## src/rtl/bus_share_arbiter_if.sv

```systemverilog
// bus_share_arbiter_if
// Groups the requester-side handshake and the shared-bus outputs of
// bus_share_arbiter.
//
// Handshake: REQx is a level held high for as long as requester x wants the
// bus. GNTx is registered and rises one cycle after REQx is sampled high.
// DATAx must be valid during every cycle that GNTx=1. BUSOUT and BUSVALID
// present that byte one cycle later. There is no back-pressure: a granted
// requester owns the bus until it drops REQx or is pre-empted.
//
// Signals
//   REQ0, REQ1     requester -> arbiter  bus request levels
//   DATA0, DATA1   requester -> arbiter  8-bit operands
//   GNT0, GNT1     arbiter -> requester  registered grants (one-hot or zero)
//   SELECT         arbiter -> requester  mux select (0 = DATA0, 1 = DATA1)
//   BUSOUT         arbiter -> requester  registered shared-bus byte
//   BUSVALID       arbiter -> requester  BUSOUT carries granted data
//   state_dbg      FSM state (0 = IDLE, 1 = OWN0, 2 = OWN1)
//   hold_dbg       consecutive-ownership counter
//   last_dbg       requester that most recently released ownership
//
// Modports: master = requester/bench side, slave = arbiter side.
interface bus_share_arbiter_if;
  logic       REQ0;
  logic       REQ1;
  logic [7:0] DATA0;
  logic [7:0] DATA1;
  logic       GNT0;
  logic       GNT1;
  logic       SELECT;
  logic [7:0] BUSOUT;
  logic       BUSVALID;
  logic [1:0] state_dbg;
  logic [7:0] hold_dbg;
  logic       last_dbg;

  modport master (
    output REQ0, REQ1, DATA0, DATA1,
    input  GNT0, GNT1, SELECT, BUSOUT, BUSVALID,
    input  state_dbg, hold_dbg, last_dbg
  );

  modport slave (
    input  REQ0, REQ1, DATA0, DATA1,
    output GNT0, GNT1, SELECT, BUSOUT, BUSVALID,
    output state_dbg, hold_dbg, last_dbg
  );
endinterface

```

## src/rtl/bus_share_arbiter.sv

```systemverilog
// bus_share_arbiter
// Two-requester round-robin arbiter for a shared 8-bit operand path. It grants
// ownership, drives the 2:1 mux select and registers the selected byte onto
// the shared bus. An owner keeps the bus while it requests. When the other
// requester is waiting, the owner is pre-empted after MAX_HOLD cycles.
//
// Ports
//   CLK        system clock, rising edge
//   RESET      synchronous, active-high reset
//   bus        bus_share_arbiter_if.slave (requests, operands, grants, bus)
//   GCOUNT0/1  grant-entry counters, 8-bit saturating; present only when
//              ARB_STATS_EN is defined
//
// Parameters
//   MAX_HOLD   maximum consecutive ownership cycles under contention (1..255)
//
// Optional feature macro: ARB_STATS_EN
module bus_share_arbiter #(
  parameter int unsigned MAX_HOLD = 4
) (
  input  logic                 CLK,
  input  logic                 RESET,
  bus_share_arbiter_if.slave   bus
`ifdef ARB_STATS_EN
  ,
  output logic [7:0]           GCOUNT0,
  output logic [7:0]           GCOUNT1
`endif
);

  typedef enum logic [1:0] {
    IDLE = 2'd0,
    OWN0 = 2'd1,
    OWN1 = 2'd2
  } state_t;

  // HOLD saturates here. Reaching this value while the other side requests
  // releases the bus.
  localparam logic [7:0] HOLD_LIMIT = 8'(MAX_HOLD - 1);

  state_t     state;
  state_t     nxt;
  logic       released;
  logic       select_q;
  logic [7:0] hold;
  logic       last;
  logic [7:0] busout_q;
  logic       busvalid_q;
  logic [7:0] sel_data;

`ifdef ARB_STATS_EN
  logic [7:0] gcount0_q;
  logic [7:0] gcount1_q;
`endif

  // In an OWNx state, select_q already points at the owner.
  assign sel_data = select_q ? bus.DATA1 : bus.DATA0;

  always_comb begin
    nxt      = state;
    released = 1'b0;
    case (state)
      IDLE: begin
        if (bus.REQ0 && bus.REQ1) begin
          // Contention from idle goes to whoever did not release last.
          nxt = last ? OWN0 : OWN1;
        end else if (bus.REQ0) begin
          nxt = OWN0;
        end else if (bus.REQ1) begin
          nxt = OWN1;
        end
      end
      OWN0: begin
        if (!bus.REQ0 || (hold == HOLD_LIMIT && bus.REQ1)) begin
          released = 1'b1;
          nxt      = bus.REQ1 ? OWN1 : IDLE;
        end
      end
      OWN1: begin
        if (!bus.REQ1 || (hold == HOLD_LIMIT && bus.REQ0)) begin
          released = 1'b1;
          nxt      = bus.REQ0 ? OWN0 : IDLE;
        end
      end
      default: nxt = IDLE;
    endcase
  end

  always_ff @(posedge CLK) begin
    if (RESET) begin
      state      <= IDLE;
      select_q   <= 1'b0;
      hold       <= 8'h00;
      last       <= 1'b1;
      busout_q   <= 8'h00;
      busvalid_q <= 1'b0;
`ifdef ARB_STATS_EN
      gcount0_q  <= 8'h00;
      gcount1_q  <= 8'h00;
`endif
    end else begin
      state <= nxt;

      // SELECT follows the owner and keeps its last value through IDLE.
      if (nxt == OWN0) begin
        select_q <= 1'b0;
      end else if (nxt == OWN1) begin
        select_q <= 1'b1;
      end

      if (nxt == IDLE || nxt != state) begin
        hold <= 8'h00;
      end else if (hold != HOLD_LIMIT) begin
        hold <= hold + 8'd1;
      end

      if (released) begin
        last <= (state == OWN1);
      end

      // The byte presented during a grant cycle appears on the bus one cycle later.
      if (state == OWN0 || state == OWN1) begin
        busout_q   <= sel_data;
        busvalid_q <= 1'b1;
      end else begin
        busvalid_q <= 1'b0;
      end

`ifdef ARB_STATS_EN
      if (nxt == OWN0 && state != OWN0 && gcount0_q != 8'hFF) begin
        gcount0_q <= gcount0_q + 8'd1;
      end
      if (nxt == OWN1 && state != OWN1 && gcount1_q != 8'hFF) begin
        gcount1_q <= gcount1_q + 8'd1;
      end
`endif
    end
  end

  assign bus.GNT0      = (state == OWN0);
  assign bus.GNT1      = (state == OWN1);
  assign bus.SELECT    = select_q;
  assign bus.BUSOUT    = busout_q;
  assign bus.BUSVALID  = busvalid_q;
  assign bus.state_dbg = state;
  assign bus.hold_dbg  = hold;
  assign bus.last_dbg  = last;

`ifdef ARB_STATS_EN
  assign GCOUNT0 = gcount0_q;
  assign GCOUNT1 = gcount1_q;
`endif

endmodule

```

## src/flat_wrapper.sv

```systemverilog
// flat-port wrapper written by rule: the top's interface ports become plain ports
module bus_share_arbiter_flat 
#(
  parameter int unsigned MAX_HOLD = 4
)
  (CLK, RESET, bus_REQ0, bus_REQ1, bus_DATA0, bus_DATA1, bus_GNT0, bus_GNT1, bus_SELECT, bus_BUSOUT, bus_BUSVALID, bus_state_dbg, bus_hold_dbg, bus_last_dbg);
  bus_share_arbiter_if bus_i ();
  input  logic CLK;
  input  logic RESET;
  input wire logic [$bits(bus_i.REQ0)-1:0] bus_REQ0;
  input wire logic [$bits(bus_i.REQ1)-1:0] bus_REQ1;
  input wire logic [$bits(bus_i.DATA0)-1:0] bus_DATA0;
  input wire logic [$bits(bus_i.DATA1)-1:0] bus_DATA1;
  output wire logic [$bits(bus_i.GNT0)-1:0] bus_GNT0;
  output wire logic [$bits(bus_i.GNT1)-1:0] bus_GNT1;
  output wire logic [$bits(bus_i.SELECT)-1:0] bus_SELECT;
  output wire logic [$bits(bus_i.BUSOUT)-1:0] bus_BUSOUT;
  output wire logic [$bits(bus_i.BUSVALID)-1:0] bus_BUSVALID;
  output wire logic [$bits(bus_i.state_dbg)-1:0] bus_state_dbg;
  output wire logic [$bits(bus_i.hold_dbg)-1:0] bus_hold_dbg;
  output wire logic [$bits(bus_i.last_dbg)-1:0] bus_last_dbg;
  assign bus_i.REQ0 = bus_REQ0;
  assign bus_i.REQ1 = bus_REQ1;
  assign bus_i.DATA0 = bus_DATA0;
  assign bus_i.DATA1 = bus_DATA1;
  assign bus_GNT0 = bus_i.GNT0;
  assign bus_GNT1 = bus_i.GNT1;
  assign bus_SELECT = bus_i.SELECT;
  assign bus_BUSOUT = bus_i.BUSOUT;
  assign bus_BUSVALID = bus_i.BUSVALID;
  assign bus_state_dbg = bus_i.state_dbg;
  assign bus_hold_dbg = bus_i.hold_dbg;
  assign bus_last_dbg = bus_i.last_dbg;
  bus_share_arbiter #(.MAX_HOLD(MAX_HOLD)) u_core (.CLK(CLK), .RESET(RESET), .bus(bus_i));
endmodule
```

## config.mk

```make
export PLATFORM = sky130hd
export DESIGN_NAME = bus_share_arbiter_flat
export DESIGN_NICKNAME = d
export VERILOG_FILES = /design/src/rtl/bus_share_arbiter_if.sv /design/src/rtl/bus_share_arbiter.sv /design/src/flat_wrapper.sv
export SDC_FILE = /design/constraint.sdc
export NUM_CORES = 1
export LEC_CHECK = 0
export ABC_AREA = 1
export CORE_MARGIN = 3
export CORE_UTILIZATION = 36
export CTS_BUF_LIST = sky130_fd_sc_hd__clkbuf_16
export DETAILED_ROUTE_END_ITERATION = 8
export PLACE_DENSITY = 0.7
export SLEW_MARGIN = 20
export SYNTH_ARGS = -nofsm -noshare
export SYNTH_HDL_FRONTEND = slang
export SYNTH_SLANG_ARGS = --single-unit
```

## constraint.sdc

```tcl
create_clock -name CLK -period 1.7 [get_ports CLK]
set_clock_uncertainty 0.1 [all_clocks]
set_input_delay 0.51 -clock CLK [delete_from_list [all_inputs] [get_ports CLK]]
set_output_delay 0.51 -clock CLK [all_outputs]
set_load 0.03 [all_outputs]
```

==> summary.md, run 1 <==
| Metric | Value |
|---|---|
| HP Start | `u_core.bus.BUSOUT[3]` |
| Post-synth top cells | `nand2_1 (26), dfxtp_1 (21), a21oi_1 (18)` |
| FFs w/ async S/R, synth | `0` |
| DRC violations left | `0` |
| Critical path endpoint category | `register` |
| # H-tree levels | `1` |
| Bufs and invs on worst path | `4` |
| Initial antenna violation count | `0` |
| Die area | `3820 um2` |
| Slew @ Worst Pin | `0.348 ns` |
| Critical path's top delay family | `simple AND/OR/NAND/NOR gates` |
| CP cell instances | `ha_4, nand3_4, nor2_4, nand2_2, nand2_2, nand3_2, nand2_1, inv_1, nand2_2, nand2_2, buf_4, buf_4, buf_4, nor2_1` |
| Leakage | `0.870 nW` |
| Placed Cells | `236` |
| DIE HEIGHT | `61.8 um` |
| Final count of hold timing violations | `0` |
| CTS Root Cell | `clkbuf_16` |
| Area leader, netlist | `dfxtp_1` |
| Diode count | `0` |
| Startpoint types | `register` |
| First DRT Iteration DRCs | `48` |
| IO Pins | `43` |
| PD cells | `875 nW/um2` |
| Critical path's most frequent cell | `nand2_2` |
| Critical path required time | `1.78 ns` |
| RSZ-0062 raised after global routing | `true` |
| Layout cells sized above 1 | `0.315` |
| Failing checks | `negative setup slack` |
| FILL cells | `269` |
| Pin count of the biggest net entering global routing | `12` |
| Finished Layout Cells | `247` |
| Register bit total from synthesis | `21` |
| Hold buffer count at cts | `0` |
| CP Launch Point | `u_core.bus.hold_dbg[0]` |
| DRT Pass-1 Iters | `4` |
| Row count | `19` |
| Rel. slew slack | `0.767` |
| Met3 GRT Util | `0.0393` |
| Critical path arrival | `1.93 ns` |
| Detailed-route via count | `1,252` |
| WS Path Type | `register to register` |
| Sequential element share of the synthesized area | `0.375` |
| DP Area | `1690 um2` |
| Cell Area, Synth | `1120 um2` |
| Global Route met1 Usage | `0.228` |
| Top cell type's share of synthesized area | `0.375` |
| Core box area | `2850 um2` |
| Synth Instances | `154` |
| Synthesis Warnings | `0` |
| Initial Utilization | `0.393` |
| Post-layout min period | `1.85 ns` |
| Clock sink total | `21` |
| Commonest register cell after synthesis | `dfxtp_1` |
| Post-Layout Inst Area | `1860 um2` |
| Area grow syn2layout | `65.8%` |
| Nets | `242` |
| Syn Nets | `179` |
| Clk pin slew, worst setup/hold paths | `0.05 ns` |
| Drt wl/cell | `12.7 um` |
| Achievable frequency | `542 MHz` |
| CP max FO | `4` |
| Worst min-delay path category | `register to register` |
| WL final | `3.14 mm` |
| Pins over their slew limit | `0` |
| Clock Path Buffers | `2` |
| Met2 Track Usage GR | `0.286` |
| Largest cells by area after synthesis | `dfxtp_1 (38%), nand2_1 (8.7%), a21oi_1 (8.0%), nand3_1 (6.3%), ha_1 (5.6%)` |
| Slowest-stage cell, CP | `dfxtp_4` |
| Status | `complete, but fails checks` |
| Mean Syn Cell Area | `7.27 um2` |
| Number of setup violations in the final report | `12` |
| Reg2Reg Launch Point | `u_core.bus.hold_dbg[0]` |
| Die Wd | `61.8 um` |
| Gr usage total | `0.173` |
| Hpwl dp | `2.31 mm` |
| Worst skew pair latency | `0.25 ns` |
| Vias in the first global route | `1,140` |
| Global-route wire length before repair | `5.03 mm` |
| EDFF count, synth | `0` |
| Top Usage Layer GRT | `met2` |
| Vias per cell | `5.07` |
| Most frequent cell after synthesis | `nand2_1` |
| TritonCTS clock tree | `yes` |
| Maximum vdd drop | `0.000498 V` |
| Remaining antenna violation count | `0` |
| Synth cell types | `24` |
| Port Buffers | `42` |
| Largest stage delay on the critical path | `0.37 ns` |
| Worst setup margin | `-0.146 ns` |
| Final period util | `1.09` |
| GRT overflow | `0` |
| Gpl congestion | `0.807` |
| MaxCap Viol Count | `0` |
| CTS buffer count | `3` |
## layout by cell type (no fill, tap or decap), drive strengths merged, types with 11 or more instances in the layout
cell type / n
nand2: 30
inv: 17
nand3: 17
dlygate4sd2: 19
a21oi: 19
o21ai: 11
clkdlybuf4s50: 17
dfxtp: 21
buf: 24
nor2: 17
## worst register-to-register path, stage by stage, from the launching register on
cell and delay (ns):
dfxtp_4 0.37, ha_4 0.17, nand3_4 0.07, nor2_4 0.15, nand2_2 0.09, nand2_2 0.09, nand3_2 0.06, nand2_1 0.06
inv_1 0.04, nand2_2 0.06, nand2_2 0.06, buf_4 0.15, buf_4 0.12, buf_4 0.12, nor2_1 0.06
## layout make-up
| type | count | area [um2] | share of cell area |
|---|---|---|---|
| Tap cell | 31 | 38.8 | 0.0209 |
| Clock buffer | 3 | 75.1 | 0.0404 |
| Sequential cell | 21 | 443 | 0.239 |
| Clock inverter | 1 | 3.75 | 0.00202 |
| Timing Repair Buffer | 61 | 522 | 0.281 |
| Inverter | 19 | 76.3 | 0.0411 |
| Multi-Input combinational cell | 111 | 698 | 0.376 |
## power by group
part / leakage [nW] / total (W) / switching [W] / internal (W)
Combinational: 0.650 / 0.000556 / 0.000325 / 0.000231
Clock: 0.0423 / 0.000476 / 0.000164 / 0.000313
Sequential: 0.178 / 0.000592 / 0.0000469 / 0.000545
## routing by layer
layer / wire, um / vias up
li1: - / 623
met1: 1410 / 592
met2: 1520 / 33
met3: 186 / 4
met4: 21 / 0
met5: 0 / -
## stage by stage
stage	worst slack, ns	utilization	total power, W	hold WS, ns	TNS, ns
final	-0.146	0.651	0.00162	0.424	-1.01
after global routing	-0.273	0.651	0.00172	0.456	-2.70
after CTS	-0.0817	0.618	0.00159	0.426	-0.656
after detailed placement	-0.584	0.591	0.00113	0.416	-6.06
after global placement	-0.476	0.591	0.00112	0.406	-5.10
after floorplan	0.00428	-	0.000896	0.473	0
## worst paths after layout
path / cells after the start / end / slack, ns
worst max-delay path: 14 / u_core.bus.state_dbg[0] / -0.15
worst min-delay path: 2 / u_core.bus.BUSOUT[3] / 0.42
worst max register to register: 14 / u_core.bus.state_dbg[0] / -0.15
worst min register to register: 2 / u_core.bus.BUSOUT[3] / 0.42
## sequential cells by signal, indices dropped and copies added, names as in the netlist
signal and count:
u_core.bus.last_dbg 1, u_core.bus.BUSOUT 8, u_core.bus.state_dbg 2, u_core.bus.BUSVALID 1
u_core.bus.SELECT 1, u_core.bus.hold_dbg 8
## cells by family (layout without fill, tap and decap cells)
group	after synthesis	count (layout)	synth area share
DFF	21	21	0.375
AOI/OAI and AO/OA	33	33	0.159
xor gates and xnor gates	6	6	0.0469
muxes	1	1	0.00894
and+or+nand+nor	66	66	0.279
buffers and inverters	22	84	0.0749
adders and majority gates	5	5	0.0559
## repair_timing
action | 4_1_cts | 5_1_grt
gates resized for setup | 23 | 19
pin swaps | 1 | 10
endpoints found under the setup margin | 32 | 14
buffers inserted | 2 | 5
Note: power is estimated with default switching activity, not from simulation.
==> inputs of run 2 (changes only) <==
CORE_ASPECT_RATIO = 1.1   (was default)
==> summary.md, run 2 (synthesis results as in run 1) <==
| Metric | Value |
|---|---|
| Status | `complete, but fails checks` |
| Failing checks | `negative setup slack` |
| Area grow syn2layout | `72.8%` |
| WS Path Type | `register to register` |
| Global-route wire length before repair | `5.28 mm (+4.9%)` |
| Critical path required time | `1.77 ns (about the same)` |
| DRC violations left | `0 (unchanged)` |
| Worst Reg2Reg Path Length in Cells | `16 (+2)` |
| WL final | `3.15 mm (+0.29%)` |
| Final period util | `1.10 (+0.0157)` |
| Reg2Reg Launch Point | `u_core.bus.hold_dbg[0]` |
| Hold Path Cell Cnt | `2 (unchanged)` |
| DIE HEIGHT | `64.5 um (+4.4%)` |
| GRT overflow | `0 (unchanged)` |
| Vias in the first global route | `1,177 (+3.2%)` |
| Die area | `3820 um2 (about the same)` |
| Drt wl/cell | `12.4 um (-2.1%)` |
| Maximum vdd drop | `0.000667 V (+34%)` |
| Hold Path End | `u_core.bus.BUSOUT[6]` |
| Gr usage total | `0.172 (-0.000694)` |
| HP Start | `u_core.bus.BUSOUT[6]` |
| RSZ-0062 raised after global routing | `true` |
| Initial antenna violation count | `0 (unchanged)` |
| Rel. slew slack | `0.750 (-0.0173)` |
| Vias per cell | `4.91 (-3.2%)` |
| Leakage | `0.902 nW (+3.7%)` |
| Reg2Reg Setup Slack | `-0.17 ns (-0.03 ns)` |
| CTS buffer count | `3 (unchanged)` |
| Row count | `20 (+1)` |
| Hold buffer count at cts | `0 (unchanged)` |
| Top Usage Layer GRT | `met2` |
| Worst skew pair latency | `0.24 ns (about the same)` |
| Global Route met1 Usage | `0.228 (+0.000373)` |
| Final count of hold timing violations | `0 (unchanged)` |
| Met3 GRT Util | `0.0299 (-0.00938)` |
| Nets | `246 (+1.7%)` |
| Commonest non-fill, non-tap cell in the layout | `nand2_1` |
| Design Power | `0.00166 W (+2.0%)` |
| Initial Utilization | `0.389 (-0.00341)` |
| CP max FO | `8 (+4)` |
| MaxCap Viol Count | `0 (unchanged)` |
| # H-tree levels | `1 (unchanged)` |
| Setup Slack @ Placement | `-0.588 ns (-0.00425 ns)` |
| Number of setup violations in the final report | `9 (-3)` |
| Met2 Track Usage GR | `0.289 (+0.00317)` |
| Achievable frequency | `534 MHz (-1.4%)` |
| Startpoint types | `register` |
| Port Buffers | `42 (unchanged)` |
| Clk pin slew, worst setup/hold paths | `0.05 ns (about the same)` |
| Pins over their slew limit | `0 (unchanged)` |
| Pin count of the biggest net entering global routing | `12 (unchanged)` |
| DRT Pass-1 Iters | `4 (unchanged)` |
| TritonCTS clock tree | `yes` |
| Layout cells sized above 1 | `0.309 (-0.00572)` |
| RR Endpoint | `u_core.bus.hold_dbg[2]` |
| Remaining antenna violation count | `0 (unchanged)` |
| Worst min-delay path category | `register to register` |
| Diode count | `0 (unchanged)` |
| Critical path arrival | `1.95 ns (+0.02 ns)` |
| Highest-count cells in the layout ignoring fill and taps | `nand2_1 (24), buf_4 (23), dlygate4sd2_1 (19), a21oi_1 (17), clkdlybuf4s50_1 (17)` |
| Hpwl dp | `2.28 mm (-1.2%)` |
| Detailed-route via count | `1,242 (-0.80%)` |
| First DRT Iteration DRCs | `30 (-38%)` |
| Gpl congestion | `0.801 (-0.82%)` |
| PD cells | `856 nW/um2 (-2.1%)` |
| Core box area | `2880 um2 (+0.88%)` |
| Die Wd | `59.2 um (-4.2%)` |
| Critical path endpoint category | `register` |
| Clock Path Buffers | `2 (unchanged)` |
| Clock sink total | `21 (unchanged)` |
| IO Pins | `43 (unchanged)` |
| Layout Utilization | `0.673 (+0.0217)` |
| Fin Hold WS | `0.420 ns (-0.00389 ns)` |
| Slew @ Worst Pin | `0.374 ns (+0.0259 ns)` |
| Worst setup margin | `-0.172 ns (-0.0266 ns)` |
| Post-layout min period | `1.87 ns (+0.0266 ns)` |
| CTS Root Cell | `clkbuf_16` |
==> run 2: changes by cell type in the layout (fill, tap and decap cells not counted), sizes merged <==
| cell | change |
|---|---|
| clkinv | +1 |
| clkbuf | -1 |
| clkdlybuf4s15 | +2 |
| clkinvlp | -1 |
| buf | +3 |
==> run 2: layer usage <==
| metal | share of wire | routed length (um) |
|---|---|---|
| met2 | 0.49 | 1540 |
| met4 | 0.0048 | 15 |
| met3 | 0.066 | 208 |
| met5 | 0 | 0 |
| met1 | 0.44 | 1380 |
==> run 2: metrics by stage <==
step | setup TNS, ns | instance area [um2] | std cells
2_1_floorplan | 0 | 1160 | 154
3_3_place_gp | -5.21 | 1690 | 238
3_5_place_dp | -6.18 | 1690 | 238
4_1_cts | -1.41 | 1880 | 249
5_1_grt | -2.90 | 1940 | 253
6_report | -1.33 | 1940 | 253
==> run 2: timing repair <==
item	in CTS	in global routing
resized for setup	39	9
setup buffers	7	4
pin swaps	11	13
endpoints found under the setup margin	33	15
==> run 2: how the worst max path moves through the flow <==
stage,slack [ns],depth (start not counted),start,endpoint
after global routing,-0.32,16,u_core.bus.hold_dbg[0],u_core.bus.hold_dbg[2]
after floorplan,0.004,14,u_core.bus.hold_dbg[1],u_core.bus.hold_dbg[2]
after CTS,-0.18,16,u_core.bus.hold_dbg[0],u_core.bus.hold_dbg[7]
after global placement,-0.49,9,bus_REQ0,u_core.bus.hold_dbg[2]
after detailed placement,-0.59,13,bus_REQ0,u_core.bus.hold_dbg[4]
final,-0.17,16,u_core.bus.hold_dbg[0],u_core.bus.hold_dbg[2]
==> run 2: worst max-delay path: stages, from the launching register on <==
cell,delay (ns)
dfxtp_4,0.35
buf_12,0.10
ha_4,0.14
nand3_4,0.07
nor2_4,0.13
nand2_2,0.10
nand2_2,0.09
nand3_2,0.06
nand2_1,0.06
inv_1,0.04
nand2_2,0.07
nand2_2,0.07
nand2_1,0.07
nand2_1,0.06
clkinv_2,0.06
nand3_4,0.11
nor2_1,0.13
==> run 2: cell type report <==
class                   count  area (um2)
inverters                  19        75.1
flip-flops and latches     21         443
clock buffers               3        75.1
clock inverters             1        3.75
repair buffers             65         584
well taps                  33        41.3
multi-input cells         111         713
fillers                   245         942
==> run 2: power breakdown <==
group | leakage [nW] | internal (W) | switching, W
logic | 0.682 | 0.000263 | 0.000336
registers | 0.178 | 0.000545 | 0.0000469
clock network | 0.0423 | 0.000312 | 0.000154
==> inputs of run 3 (changes only) <==
CTS_CLUSTER_DIAMETER = 200   (was default)
TNS_END_PERCENT = 100   (was default)
==> results of run 3 <==
Final layout, timing and power as in run 2 (identical DEF).
